===== src/rtl/fetch_pkg.sv =====
// Shared types and default constants for the instruction fetch stage.
package fetch_pkg;

  localparam int unsigned DefaultAddrW = 8;
  localparam int unsigned DefaultDataW = 8;
  localparam logic [7:0]  DefaultResetPc = 8'h00;

  // Fetch sequencer states
  typedef enum logic [1:0] {
    StBoot,
    StRun,
    StHalted
  } fetch_state_e;

endpackage


===== src/rtl/fetch_fifo.sv =====
// Prefetch FIFO: holds fetched instructions tagged with their PC until decode takes them.
// Flush wins over push; storage is cleared on reset so the head reads zero out of reset.
module fetch_fifo
  import fetch_pkg::*;
#(
  parameter int unsigned WIDTH = 16,
  parameter int unsigned DEPTH = 4,
  localparam int unsigned PtrW = (DEPTH > 1) ? $clog2(DEPTH) : 1,
  localparam int unsigned CntW = $clog2(DEPTH + 1)
) (
  input  logic             clk,
  input  logic             rst,
  input  logic             push,
  input  logic [WIDTH-1:0] push_data,
  input  logic             pop,
  input  logic             flush,
  output logic [WIDTH-1:0] head_data,
  output logic [CntW-1:0]  count
);

  logic [WIDTH-1:0] mem_q [DEPTH];
  logic [PtrW-1:0]  wr_ptr_q, wr_ptr_d;
  logic [PtrW-1:0]  rd_ptr_q, rd_ptr_d;
  logic [CntW-1:0]  count_q, count_d;
  logic             do_push, do_pop;

  function automatic logic [PtrW-1:0] ptr_inc(input logic [PtrW-1:0] ptr);
    return (ptr == PtrW'(DEPTH - 1)) ? '0 : ptr + PtrW'(1);
  endfunction

  assign do_push = push && (count_q != CntW'(DEPTH));
  assign do_pop  = pop && (count_q != '0);

  // Pointer and occupancy next-state
  always_comb begin
    wr_ptr_d = wr_ptr_q;
    rd_ptr_d = rd_ptr_q;
    count_d  = count_q;
    if (flush) begin
      wr_ptr_d = '0;
      rd_ptr_d = '0;
      count_d  = '0;
    end else begin
      if (do_push) wr_ptr_d = ptr_inc(wr_ptr_q);
      if (do_pop)  rd_ptr_d = ptr_inc(rd_ptr_q);
      count_d = count_q + CntW'(do_push) - CntW'(do_pop);
    end
  end

  // Pointer and occupancy registers
  always_ff @(posedge clk or negedge rst) begin
    if (!rst) begin
      wr_ptr_q <= '0;
      rd_ptr_q <= '0;
      count_q  <= '0;
    end else begin
      wr_ptr_q <= wr_ptr_d;
      rd_ptr_q <= rd_ptr_d;
      count_q  <= count_d;
    end
  end

  // Entry storage
  always_ff @(posedge clk or negedge rst) begin
    if (!rst) begin
      for (int unsigned i = 0; i < DEPTH; i++) mem_q[i] <= '0;
    end else if (do_push && !flush) begin
      mem_q[wr_ptr_q] <= push_data;
    end
  end

  assign head_data = mem_q[rd_ptr_q];
  assign count     = count_q;

endmodule


===== src/rtl/fetch_unit.sv =====
// Instruction fetch stage: owns the PC, issues one-outstanding reads over req/gnt, buffers
// responses in a prefetch FIFO and hands them to decode over valid/ready.
module fetch_unit
  import fetch_pkg::*;
#(
  parameter int unsigned ADDR_W = DefaultAddrW,
  parameter int unsigned DATA_W = DefaultDataW,
  parameter int unsigned DEPTH = 4,
  parameter logic [ADDR_W-1:0] RESET_PC = ADDR_W'(DefaultResetPc)
) (
  input  logic              clk,
  input  logic              rst,
  output logic              imem_req,
  output logic [ADDR_W-1:0] imem_addr,
  input  logic              imem_gnt,
  input  logic [DATA_W-1:0] imem_rdata,
  output logic              instr_valid,
  input  logic              instr_ready,
  output logic [DATA_W-1:0] instr_data,
  output logic [ADDR_W-1:0] instr_pc,
  input  logic              redirect_valid,
  input  logic [ADDR_W-1:0] redirect_pc,
  input  logic              halt,
  output logic              halted
);

  localparam int unsigned CntW = $clog2(DEPTH + 1);

  fetch_state_e      state_q, state_d;
  logic [ADDR_W-1:0] fetch_pc_q, fetch_pc_d;
  logic [ADDR_W-1:0] inflight_pc_q, inflight_pc_d;
  logic              inflight_q, inflight_d;
  logic              squash_q, squash_d;
  logic [CntW-1:0]   count;
  logic [CntW:0]     occupancy;
  logic              grant, resp_push, pop;

  // FIFO credit includes the response still in flight; a same-cycle pop is not credited
  assign occupancy = {1'b0, count} + {{CntW{1'b0}}, inflight_q};
  assign grant     = imem_req && imem_gnt;
  assign resp_push = inflight_q && !squash_q && !redirect_valid;
  assign pop       = instr_valid && instr_ready;

  // State register
  always_ff @(posedge clk or negedge rst) begin
    if (!rst) state_q <= StBoot;
    else      state_q <= state_d;
  end

  // Next-state logic; a halt only lands once no response is outstanding
  always_comb begin
    state_d = state_q;
    unique case (state_q)
      StBoot:   state_d = StRun;
      StRun:    if (halt && !inflight_q) state_d = StHalted;
      StHalted: if (!halt) state_d = StRun;
      default:  state_d = StBoot;
    endcase
  end

  // Output decode
  always_comb begin
    imem_req = (state_q == StRun) && !halt && !redirect_valid
               && (occupancy < (CntW + 1)'(DEPTH));
    halted   = (state_q == StHalted);
  end

  // PC, in-flight tracking and squash next-state
  always_comb begin
    fetch_pc_d    = fetch_pc_q;
    inflight_pc_d = inflight_pc_q;
    inflight_d    = grant;
    squash_d      = squash_q;
    if (redirect_valid) begin
      fetch_pc_d = redirect_pc;
    end else if (grant) begin
      fetch_pc_d = fetch_pc_q + ADDR_W'(1);
    end
    if (grant) begin
      inflight_pc_d = fetch_pc_q;
      // Requests are already gated by redirect, so this only guards the rule itself
      squash_d      = redirect_valid;
    end
  end

  // PC and in-flight registers
  always_ff @(posedge clk or negedge rst) begin
    if (!rst) begin
      fetch_pc_q    <= RESET_PC;
      inflight_pc_q <= '0;
      inflight_q    <= 1'b0;
      squash_q      <= 1'b0;
    end else begin
      fetch_pc_q    <= fetch_pc_d;
      inflight_pc_q <= inflight_pc_d;
      inflight_q    <= inflight_d;
      squash_q      <= squash_d;
    end
  end

  assign imem_addr   = fetch_pc_q;
  assign instr_valid = (count != '0);

  fetch_fifo #(
    .WIDTH(ADDR_W + DATA_W),
    .DEPTH(DEPTH)
  ) u_fifo (
    .clk      (clk),
    .rst      (rst),
    .push     (resp_push),
    .push_data({inflight_pc_q, imem_rdata}),
    .pop      (pop),
    .flush    (redirect_valid),
    .head_data({instr_pc, instr_data}),
    .count    (count)
  );

endmodule


===== config.mk =====
export PLATFORM = sky130hd
export DESIGN_NAME = fetch_unit
export DESIGN_NICKNAME = d
export VERILOG_FILES = /design/src/rtl/fetch_pkg.sv /design/src/rtl/fetch_fifo.sv /design/src/rtl/fetch_unit.sv
export SDC_FILE = /design/constraint.sdc
export NUM_CORES = 1
export LEC_CHECK = 0
export BUFFER_PORTS_ARGS = -buffer_cell sky130_fd_sc_hd__buf_2
export CORE_ASPECT_RATIO = 1.5
export CORE_MARGIN = 2
export CORE_UTILIZATION = 63
export CTS_CLUSTER_SIZE = 12
export DETAILED_ROUTE_END_ITERATION = 6
export PLACE_DENSITY = 0.85
export SYNTH_ARGS = -nofsm -noshare
export SYNTH_HDL_FRONTEND = slang
export SYNTH_HIERARCHICAL = 1
export SYNTH_SLANG_ARGS = --single-unit

===== constraint.sdc =====
create_clock -name clk -period 4.5 [get_ports clk]
set_clock_uncertainty 0.2 [all_clocks]
set_input_delay 0 -clock clk [delete_from_list [all_inputs] [get_ports clk]]
set_output_delay 0 -clock clk [all_outputs]
set_load 0.03 [all_outputs]

==> results of run 1 <==
## layout make-up
type | instances | area [sq um] | area share (%)
Clock buffer | 11 | 141 | 2.78
Clock inverter | 5 | 85.1 | 1.67
Inverter | 6 | 22.5 | 0.443
Multi-Input combinational cell | 188 | 1960 | 38.5
Sequential cell | 91 | 2280 | 44.8
Tap cell | 78 | 97.6 | 1.92
Timing Repair Buffer | 75 | 508 | 9.98
## power breakdown
group,switching (mW),internal [mW]
sequential,0.114,0.934
clock,0.279,0.331
combinational,0.295,0.254
total,0.688,1.52
## stage by stage
step	std cells	utilization, %	setup slack [ns]
3_5_place_dp	413	67.3	1.78
2_1_floorplan	304	-	1.77
4_1_cts	454	74.3	1.59
6_report	454	74.3	1.56
5_1_grt	454	74.3	1.32
3_3_place_gp	413	67.3	1.83
## routing by layer
| metal | up-vias | part of all wire, % | routed length (microns) |
|---|---|---|---|
| met5 | - | 0 | 0 |
| met1 | 1364 | 43 | 3510 |
| met2 | 60 | 52 | 4260 |
| li1 | 1229 | - | - |
| met3 | 8 | 2.8 | 227 |
| met4 | 0 | 1.5 | 121 |
## sequential cells by signal, indices dropped and copies added, names as in the netlist
name / count
imem_addr: 8
inflight_pc_q: 8
u_fifo/count: 3
squash_q: 1
u_fifo/mem_q: 64
u_fifo/wr_ptr_q: 2
state_q: 2
u_fifo/rd_ptr_q: 2
inflight_q: 1
## cell usage in the layout (no fill, tap or decap), types with 8 or more instances in the layout
| cell | instances |
|---|---|
| nand3_1 | 11 |
| buf_2 | 47 |
| dlygate4sd3_1 | 25 |
| dfrtp_1 | 91 |
| mux2_2 | 24 |
| mux4_2 | 16 |
| nand2_1 | 29 |
| or3_1 | 8 |
| ha_1 | 8 |
| mux2_4 | 40 |
| clkbuf_8 | 10 |
## synthesized netlist by cell type, drive strengths merged, types with 4 or more instances
cell | n | area, sq um
a32oi | 5 | 43.8
and3 | 6 | 37.5
mux2 | 64 | 871
nand3 | 11 | 55.1
clkbuf | 4 | 15.0
mux4 | 16 | 360
nand2 | 29 | 109
dfrtp | 91 | 2280
nand3b | 6 | 45.0
or3 | 8 | 50.1
inv | 5 | 18.8
buf | 15 | 171
ha | 8 | 100
## cells by family after synthesis
logic type | after synthesis | synth area share, %
buffers and inverters | 25 | 4.70
and+or+nand+nor | 77 | 9.74
muxes | 81 | 27.9
DFF | 91 | 51.3
AOI/OAI and AO/OA | 18 | 3.07
xor gates and xnor gates | 3 | 0.591
adders and majority gates | 9 | 2.70
## worst register-to-register path, delay by kind of cell (launching register included)
kind	cells	cell delay [ns]
DFF	1	0.45
AOI/OAI and AO/OA	1	0.10
buffers and inverters	2	1.05
and+or+nand+nor	2	0.85
xor gates and xnor gates	1	0.18
## worst max path at each step
| stage | endpoint | slack [ns] |
|---|---|---|
| 2_1_floorplan | u_fifo/count[2] | 1.77 |
| 3_3_place_gp | u_fifo/count[2] | 1.83 |
| 3_5_place_dp | u_fifo/count[2] | 1.78 |
| 4_1_cts | imem_addr[0] | 1.59 |
| 5_1_grt | imem_addr[0] | 1.32 |
| 6_report | imem_addr[0] | 1.56 |
## repair_timing
item,4_1_cts,5_1_grt
endpoints found under the hold margin,139,0
setup endpoints to repair,0,0
hold buffers,25,0
==> results_dict.tcl, run 1 <==
set metrics [dict create \
    start_util_pct 64.8 \
    rsz0062_at_grt "no" \
    yosys_warnings 6 \
    tritoncts "done" \
    drv_cap 0 \
    gp_congestion 0.756 \
    ctsLongestPathBuffers 2 \
    slowest_delay_ns 0.57 \
    hold_viol_final 0 \
    syn_nets 335 \
    ff2ff_setup_slack_ns 1.56 \
    use_met3_pct 3.76 \
    row_count 37 \
    die_y_microns 107 \
    io_pins 49 \
    num_vias 2661 \
    synth-main-ff-cell "dfrtp_1" \
    synthArstFlopShare_pct 100 \
    synthDistinctLibCells 41 \
    wirelength_microns 8120 \
    path_depth 6 \
    cts_made_buffers 9 \
    crit_family "buffers and inverters" \
    r2r_end "imem_addr[0]" \
    worstRegToRegCells 6 \
    htree_num_levels 3 \
    fin_setup_tns_ns 0 \
    core_sq_um 6850 \
    remaining_drc_errors 0 \
    finalSetupViolations 0 \
    synth_seq_area_share_pct 51.3 \
    synth.avg_cell_area_sq_um 14.6 \
    relSlewSlack_pct 27.6 \
    grtUsageMet2_pct 37.7 \
    hpwl_microns 5000 \
    port_buffers 48 \
    drt-initial-drc-count 187 \
    dpl_cell_area_sq_um 4610 \
    grt_overflow 0 \
    die_width_microns 72.6 \
    crit_path_cell_trace "nor4b_4 -> nand4b_2 -> clkinv_1 -> xnor2_1 -> o21ai_0 -> dlygate4sd3_1" \
    worstMarginPinSlew_ns 1.08 \
    cts_resized 0 \
    timing.hold.ws_ns 0.0964 \
    crit_fanout 22 \
    wire_per_inst_microns 17.9 \
    synth_edf_count 0 \
    min-delay-path-class "in -> reg" \
    report.final.slew_viol_count 0 \
    fp.dieArea_sq_um 7750 \
    min_to "inflight_pc_q[6]" \
    status "finished, final reports clean" \
    cp_slowest_cell "dlygate4sd3_1" \
    period_needed_ns 2.94 \
    drive_gt1_share_pct 40.2 \
    fmax_mhz 340 \
    insertion_delay_ns 0.35 \
    end_kind "flop" \
    crit_start "state_q[1]" \
    grtUsageTotal_pct 22.9 \
    num_antenna_cells 0 \
    postSynthCellCount 304 \
    final_area_sq_um 5090 \
    worstPathArrival_ns 2.98 \
    gr-max-usage-layer "met2" \
    grt_pass1_vias 2828 \
    clock_sinks 91 \
    hold_start "imem_gnt" \
    grt_pass1_wl_microns 13600 \
    ir_worst_vdd_uv 261 \
    syn_area_sq_um 4440 \
    syn2layout_area_growth_pct 14.5 \
    grt_max_degree 68 \
    start_kind "flop" \
    n_fill_cell 445 \
    clkTransAtPathRegs_ns 0.09 \
    antenna_found_initial 0 \
    required_ns 4.54 \
    hold_path_depth 4 \
    powerDensity_nw_per_um2 434 \
    power_mw 2.21 \
    fin_crit_sh_pct 65.3 \
    grt_use_met1_pct 31.0 \
    leakagePower_nw 2.49 \
    routed_via_density 5.86 \
    drt-pass1-iter-count 4 \
    crit_type "reg -> reg" \
    ant_nets 0 \
    final_nets 402 \
    path_buf_inv 2 \
    post_cts_buffers 0 \
    root_buffer "clkbuf_8" \
    ys_ff_latch 91 \
    r2r-start "state_q[1]" \
]
(Power assumes the default switching activity.)
==> run 2, diff against run 1 <==
- CORE_UTILIZATION: 63 -> 53
- PLACE_DENSITY: 0.85 -> 0.76
- clock period: 4.5 -> 2.45 ns (I/O delays scaled with it)
==> run 2 against run 1 <==
Against the previous run: hold slack worse by 0.057 ns; sequential share of layout area is 2.7 points lower; clock power is 110% higher; non-clock buffer count is 20 higher; first-iteration DRC count is 12% lower; critical path depth is 4 higher; cell count is 10% higher; total power is 92% higher; sequential cell count stayed put; final area is 6.4% higher; die area is 18% higher; highest routed layer unchanged.
==> results_dict.tcl, run 2 (same netlist as run 1, synthesis figures left out) <==
set metrics [dict create \
    tritoncts "done" \
    cts_made_buffers 9 \
    n_fill_cell 589 \
    cp_slowest_cell "fa_2" \
    power_mw 4.23 \
    pwr-share-seq_pct 45.5 \
    p_comb_share_pct 24.5 \
    hpwl_microns 5410 \
    final_common_cell "dfrtp_1" \
    crit_start "u_fifo/count[0]" \
    multi_input_area_sq_um 1980 \
    path_buf_inv 3 \
    num_antenna_cells 0 \
    final_nets 422 \
    drt-initial-drc-count 165 \
    antenna_found_initial 0 \
    period_needed_ns 2.41 \
    required_ns 2.47 \
    switching_share_pct 30.3 \
    insertion_delay_ns 0.34 \
    crit_type "reg -> reg" \
    syn2layout_area_growth_pct 21.8 \
    p_int_mw 2.95 \
    io_pins 49 \
    crit_family "adder cells" \
    hold_viol_final 0 \
    crit_path_cell_trace "or3_4 -> and2_4 -> o31ai_4 -> inv_1 -> ha_1 -> inv_1 -> ha_1 -> inv_1 -> fa_2 -> nor2_1" \
    remaining_drc_errors 0 \
    r2r-start "u_fifo/count[0]" \
    slowest_delay_ns 0.51 \
    worstRegToRegCells 10 \
    report.final.slew_viol_count 0 \
    fp.dieArea_sq_um 9150 \
    row_count 40 \
    start_util_pct 55.1 \
    largest_reg_flops 64 \
    leakagePower_nw 2.63 \
    wire_per_inst_microns 16.7 \
    powerDensity_nw_per_um2 781 \
    drive_gt1_share_pct 44.4 \
    finalSetupViolations 0 \
    regArea_sq_um 2280 \
    post-place-ws_ns 0.0388 \
    path_depth 10 \
    ff2ff_setup_slack_ns 0.04 \
    r2r_end "u_fifo/count[1]" \
    grt_max_degree 51 \
    ir_worst_vdd_uv 569 \
    core_sq_um 8060 \
    status "finished, final reports clean" \
    gp_congestion 0.692 \
    die_y_microns 116 \
    final_cell_mix "90 x dfrtp_1, 47 x buf_2, 40 x mux2_4" \
    num_vias 2732 \
    drt-pass1-iter-count 4 \
    ctsLongestPathBuffers 2 \
    p_clk_share_pct 30.0 \
    die_width_microns 78.8 \
    p_switching_mw 1.28 \
    port_buffers 48 \
    timing.hold.ws_ns 0.0395 \
    grt_pass1_wl_microns 14400 \
    end_kind "flop" \
    root_buffer "clkbuf_16" \
    grtUsageTotal_pct 20.6 \
    drv_cap 0 \
    regMostFlops "u_fifo/mem_q" \
    fin_ws_ns 0.0377 \
    crit_top_cell "inv_1" \
    clock_sinks 91 \
    crit_fanout 2 \
    fmax_mhz 415 \
    worstPathArrival_ns 2.43 \
    routed_via_density 5.45 \
    clkTransAtPathRegs_ns 0.06 \
    min-delay-path-class "in -> async" \
    wirelength_microns 8380 \
    htree_num_levels 3 \
    relSlewSlack_pct 43.1 \
    worstMarginPinSlew_ns 0.853 \
    critPathCapture "u_fifo/count[1]" \
    start_kind "flop" \
    rsz0062_at_grt "yes" \
    grt_pass1_vias 2962 \
    grt_overflow 0 \
    fin_crit_sh_pct 98.5 \
    ant_nets 0 \
]
run 2: layer usage:
layer | part of all wire, % | vias up | GRT usage [%] | wire length, microns
met5 | 0 | - | 0 | 0
met4 | 1.8 | 0 | 7.37 | 148
met3 | 3.1 | 12 | 5.18 | 264
met2 | 51 | 46 | 33.8 | 4270
met1 | 44 | 1401 | 26.9 | 3700
li1 | - | 1273 | - | -
run 2: worst min path at each step:
stage / from / to / slack [ns] / depth (start not counted)
6_report: rst / u_fifo/mem_q[43] / 0.04 / 2
5_1_grt: instr_ready / u_fifo/rd_ptr_q[0] / 0.06 / 6
4_1_cts: instr_ready / u_fifo/rd_ptr_q[0] / 0.04 / 6
3_5_place_dp: rst / imem_addr[1] / -0.13 / 1
3_3_place_gp: rst / u_fifo/mem_q[27] / -0.14 / 1
2_1_floorplan: rst / imem_addr[0] / -0.50 / 0
run 2: metrics by stage:
step	cells	cell area, sq um	utilization (%)	setup TNS [ns]
after floorplan	304	4470	-	-0.0964
after CTS	495	5360	66.5	0
after global routing	501	5410	67.2	-0.124
final	501	5410	67.2	0
after global placement	455	4850	60.1	0
after detailed placement	455	4850	60.1	0
run 2: power groups by stage:
stage	Clock (mW)	Sequential, mW	Combinational, mW
final	1.27	1.92	1.04
after detailed placement	0	1.95	0.996
after CTS	1.29	1.92	1.03
after floorplan	0	1.92	0.713
after global routing	1.36	1.96	1.12
after global placement	0	1.93	0.977
run 2: what timing repair did:
item | in CTS | in global routing
resized for setup | 0 | 2
hold endpoints to repair | 141 | 0
hold buffers | 24 | 0
buffers inserted | 0 | 6
endpoints found under the setup margin | 0 | 5
run 2: layout make-up:
| type | instances | share of cell area (%) |
|---|---|---|
| inverters | 6 | 0.485 |
| well taps | 105 | 2.43 |
| multi-input cells | 188 | 36.6 |
| clock buffers | 14 | 4.88 |
| flip-flops and latches | 91 | 42.1 |
| clock inverters | 2 | 0.185 |
| repair buffers | 95 | 13.3 |
run 2: worst reg2reg max path, cell delays in order, from the launching register on:
cell	delay [ns]
dfrtp_1	0.39
or3_4	0.39
and2_4	0.15
o31ai_4	0.05
inv_1	0.06
ha_1	0.26
inv_1	0.06
ha_1	0.13
inv_1	0.05
fa_2	0.51
nor2_1	0.04
==> run 3, diff against run 2 <==
- CAP_MARGIN: unset -> 20
- SETUP_SLACK_MARGIN: unset -> 0.5
==> run 3 against run 2 <==
Against the previous run: sequential power about the same; wire length increased by 21%; non-clock buffer count increased by 12; first-iteration DRC count decreased by 13%; count of clock-buffer cells in the layout decreased by 3; the run now ends with hold timing left; largest power group unchanged; total power increased by 2.2%; via count increased by 4.1%; critical path depth unchanged; critical endpoint unchanged; register-to-register slack got worse by 0.03 ns.
==> results_dict.tcl, run 3 (same netlist as run 1, synthesis figures left out) <==
set metrics [dict create \
    status "complete, but fails checks" \
    violations "hold timing" \
    routed_via_density 5.52 \
    grt_max_degree 40 \
    required_ns 2.47 \
    fin_crit_sh_pct 99.5 \
    final_common_cell "dfrtp_1" \
    drt-initial-drc-count 144 \
    leakagePower_nw 2.75 \
    hold_viol_final 1 \
    ctsLongestPathBuffers 2 \
    start_kind "flop" \
    dp.cells 450 \
    htree_num_levels 3 \
    r2r-start "u_fifo/count[0]" \
    start_util_pct 55.1 \
    root_buffer "clkbuf_16" \
    die_width_microns 78.8 \
    ff2ff_setup_slack_ns 0.01 \
    cts_made_buffers 9 \
    grt_pass1_vias 2952 \
    final_nets 438 \
    gp_congestion 0.699 \
    crit_fanout 2 \
    worstMarginPinSlew_ns 0.479 \
    io_pins 49 \
    fin_ws_ns 0.0124 \
    remaining_drc_errors 0 \
    drv_cap 0 \
    grtUsageTotal_pct 22.4 \
    wire_per_inst_microns 19.6 \
    regMostFlops "u_fifo/mem_q" \
    worstRegToRegCells 10 \
    drive_gt1_share_pct 48.8 \
    die_y_microns 116 \
    worstPathArrival_ns 2.45 \
    syn2layout_area_growth_pct 29.1 \
    drt-pass1-iter-count 4 \
    rsz0062_at_grt "yes" \
    grt_overflow 0 \
    ant_nets 0 \
    hold_path_depth 4 \
    num_antenna_cells 0 \
    hold_start "redirect_valid" \
    min-delay-path-class "in -> reg" \
    relSlewSlack_pct 68.1 \
    core_sq_um 8060 \
    grt_pass1_wl_microns 15300 \
    crit_start "u_fifo/count[0]" \
    tritoncts "done" \
    post-place-ws_ns 0.0220 \
    hpwl_microns 5170 \
    wirelength_microns 10100 \
    end_kind "flop" \
    clock_sinks 91 \
    port_buffers 48 \
    ir_worst_vdd_uv 464 \
    period_needed_ns 2.44 \
    fp.dieArea_sq_um 9150 \
    r2r_end "u_fifo/count[1]" \
    row_count 40 \
    critPathCapture "u_fifo/count[1]" \
    final_cells 515 \
    clkTransAtPathRegs_ns 0.06 \
    timing.hold.ws_ns -0.141 \
    antenna_found_initial 0 \
    largest_reg_flops 64 \
    report.final.slew_viol_count 0 \
    powerDensity_nw_per_um2 754 \
    fmax_mhz 410 \
    finalSetupViolations 0 \
    final_cell_mix "88 x dfrtp_1, 64 x mux2_4, 46 x buf_2" \
    num_vias 2845 \
    crit_type "reg -> reg" \
    insertion_delay_ns 0.33 \
]
[run 3: worst max-delay path, stage by stage (launching register included)]
cell and delay, ns:
dfrtp_1 0.39, or3_4 0.39, and2_4 0.15, o31ai_4 0.05, inv_1 0.07, ha_1 0.26
inv_1 0.06, ha_1 0.14, inv_1 0.05, fa_2 0.51, nor2_1 0.04
[run 3: what timing repair did]
action	CTS	global route
hold buffers	27	1
setup endpoints to repair	83	79
pin swaps	4	7
resized for setup	8	35
hold endpoints to repair	141	2
setup buffers	6	11
gates cloned	3	3
[run 3: how the worst min path moves through the flow]
| stage | end |
|---|---|
| floorplan | imem_addr[0] |
| global placement | u_fifo/count[0] |
| detailed placement | u_fifo/count[0] |
| CTS | u_fifo/wr_ptr_q[1] |
| global route | u_fifo/wr_ptr_q[0] |
| finish | u_fifo/wr_ptr_q[0] |
[run 3: per-layer routing]
metal	part of all wire (%)	vias to the layer above	routed length, microns	track usage, %
li1	-	1311	-	-
met1	42	1461	4240	28.1
met2	54	62	5430	38.9
met3	3.0	11	300	3.32
met4	1.4	0	145	9.82
met5	0	-	0	0
[run 3: power by group]
| group | internal (mW) | switching, mW | leakage (nW) |
|---|---|---|---|
| combinational | 0.552 | 0.579 | 1.39 |
| clock | 0.725 | 0.532 | 0.137 |
| sequential | 1.72 | 0.217 | 1.23 |
[run 3: layout make-up]
type | instances | area [sq um]
fillers | 517 | 2320
well taps | 105 | 131
inverters | 6 | 26.3
repair buffers | 107 | 865
repair inverters | 1 | 7.51
flip-flops and latches | 91 | 2280
clock buffers | 11 | 253
clock inverters | 3 | 15.0
multi-input cells | 191 | 2160
[run 3: stage by stage]
step	total power [mW]	TNS (ns)	instance area (sq um)	hold WS, ns	util (%)
finish	4.32	0	5740	-0.141	71.2
global route	4.52	-0.115	5740	-0.117	71.2
CTS	4.24	0	5440	-0.182	67.5
detailed placement	2.94	0	4780	-0.248	59.4
global placement	2.91	0	4780	-0.256	59.4
floorplan	2.63	-0.0964	4490	-0.496	-
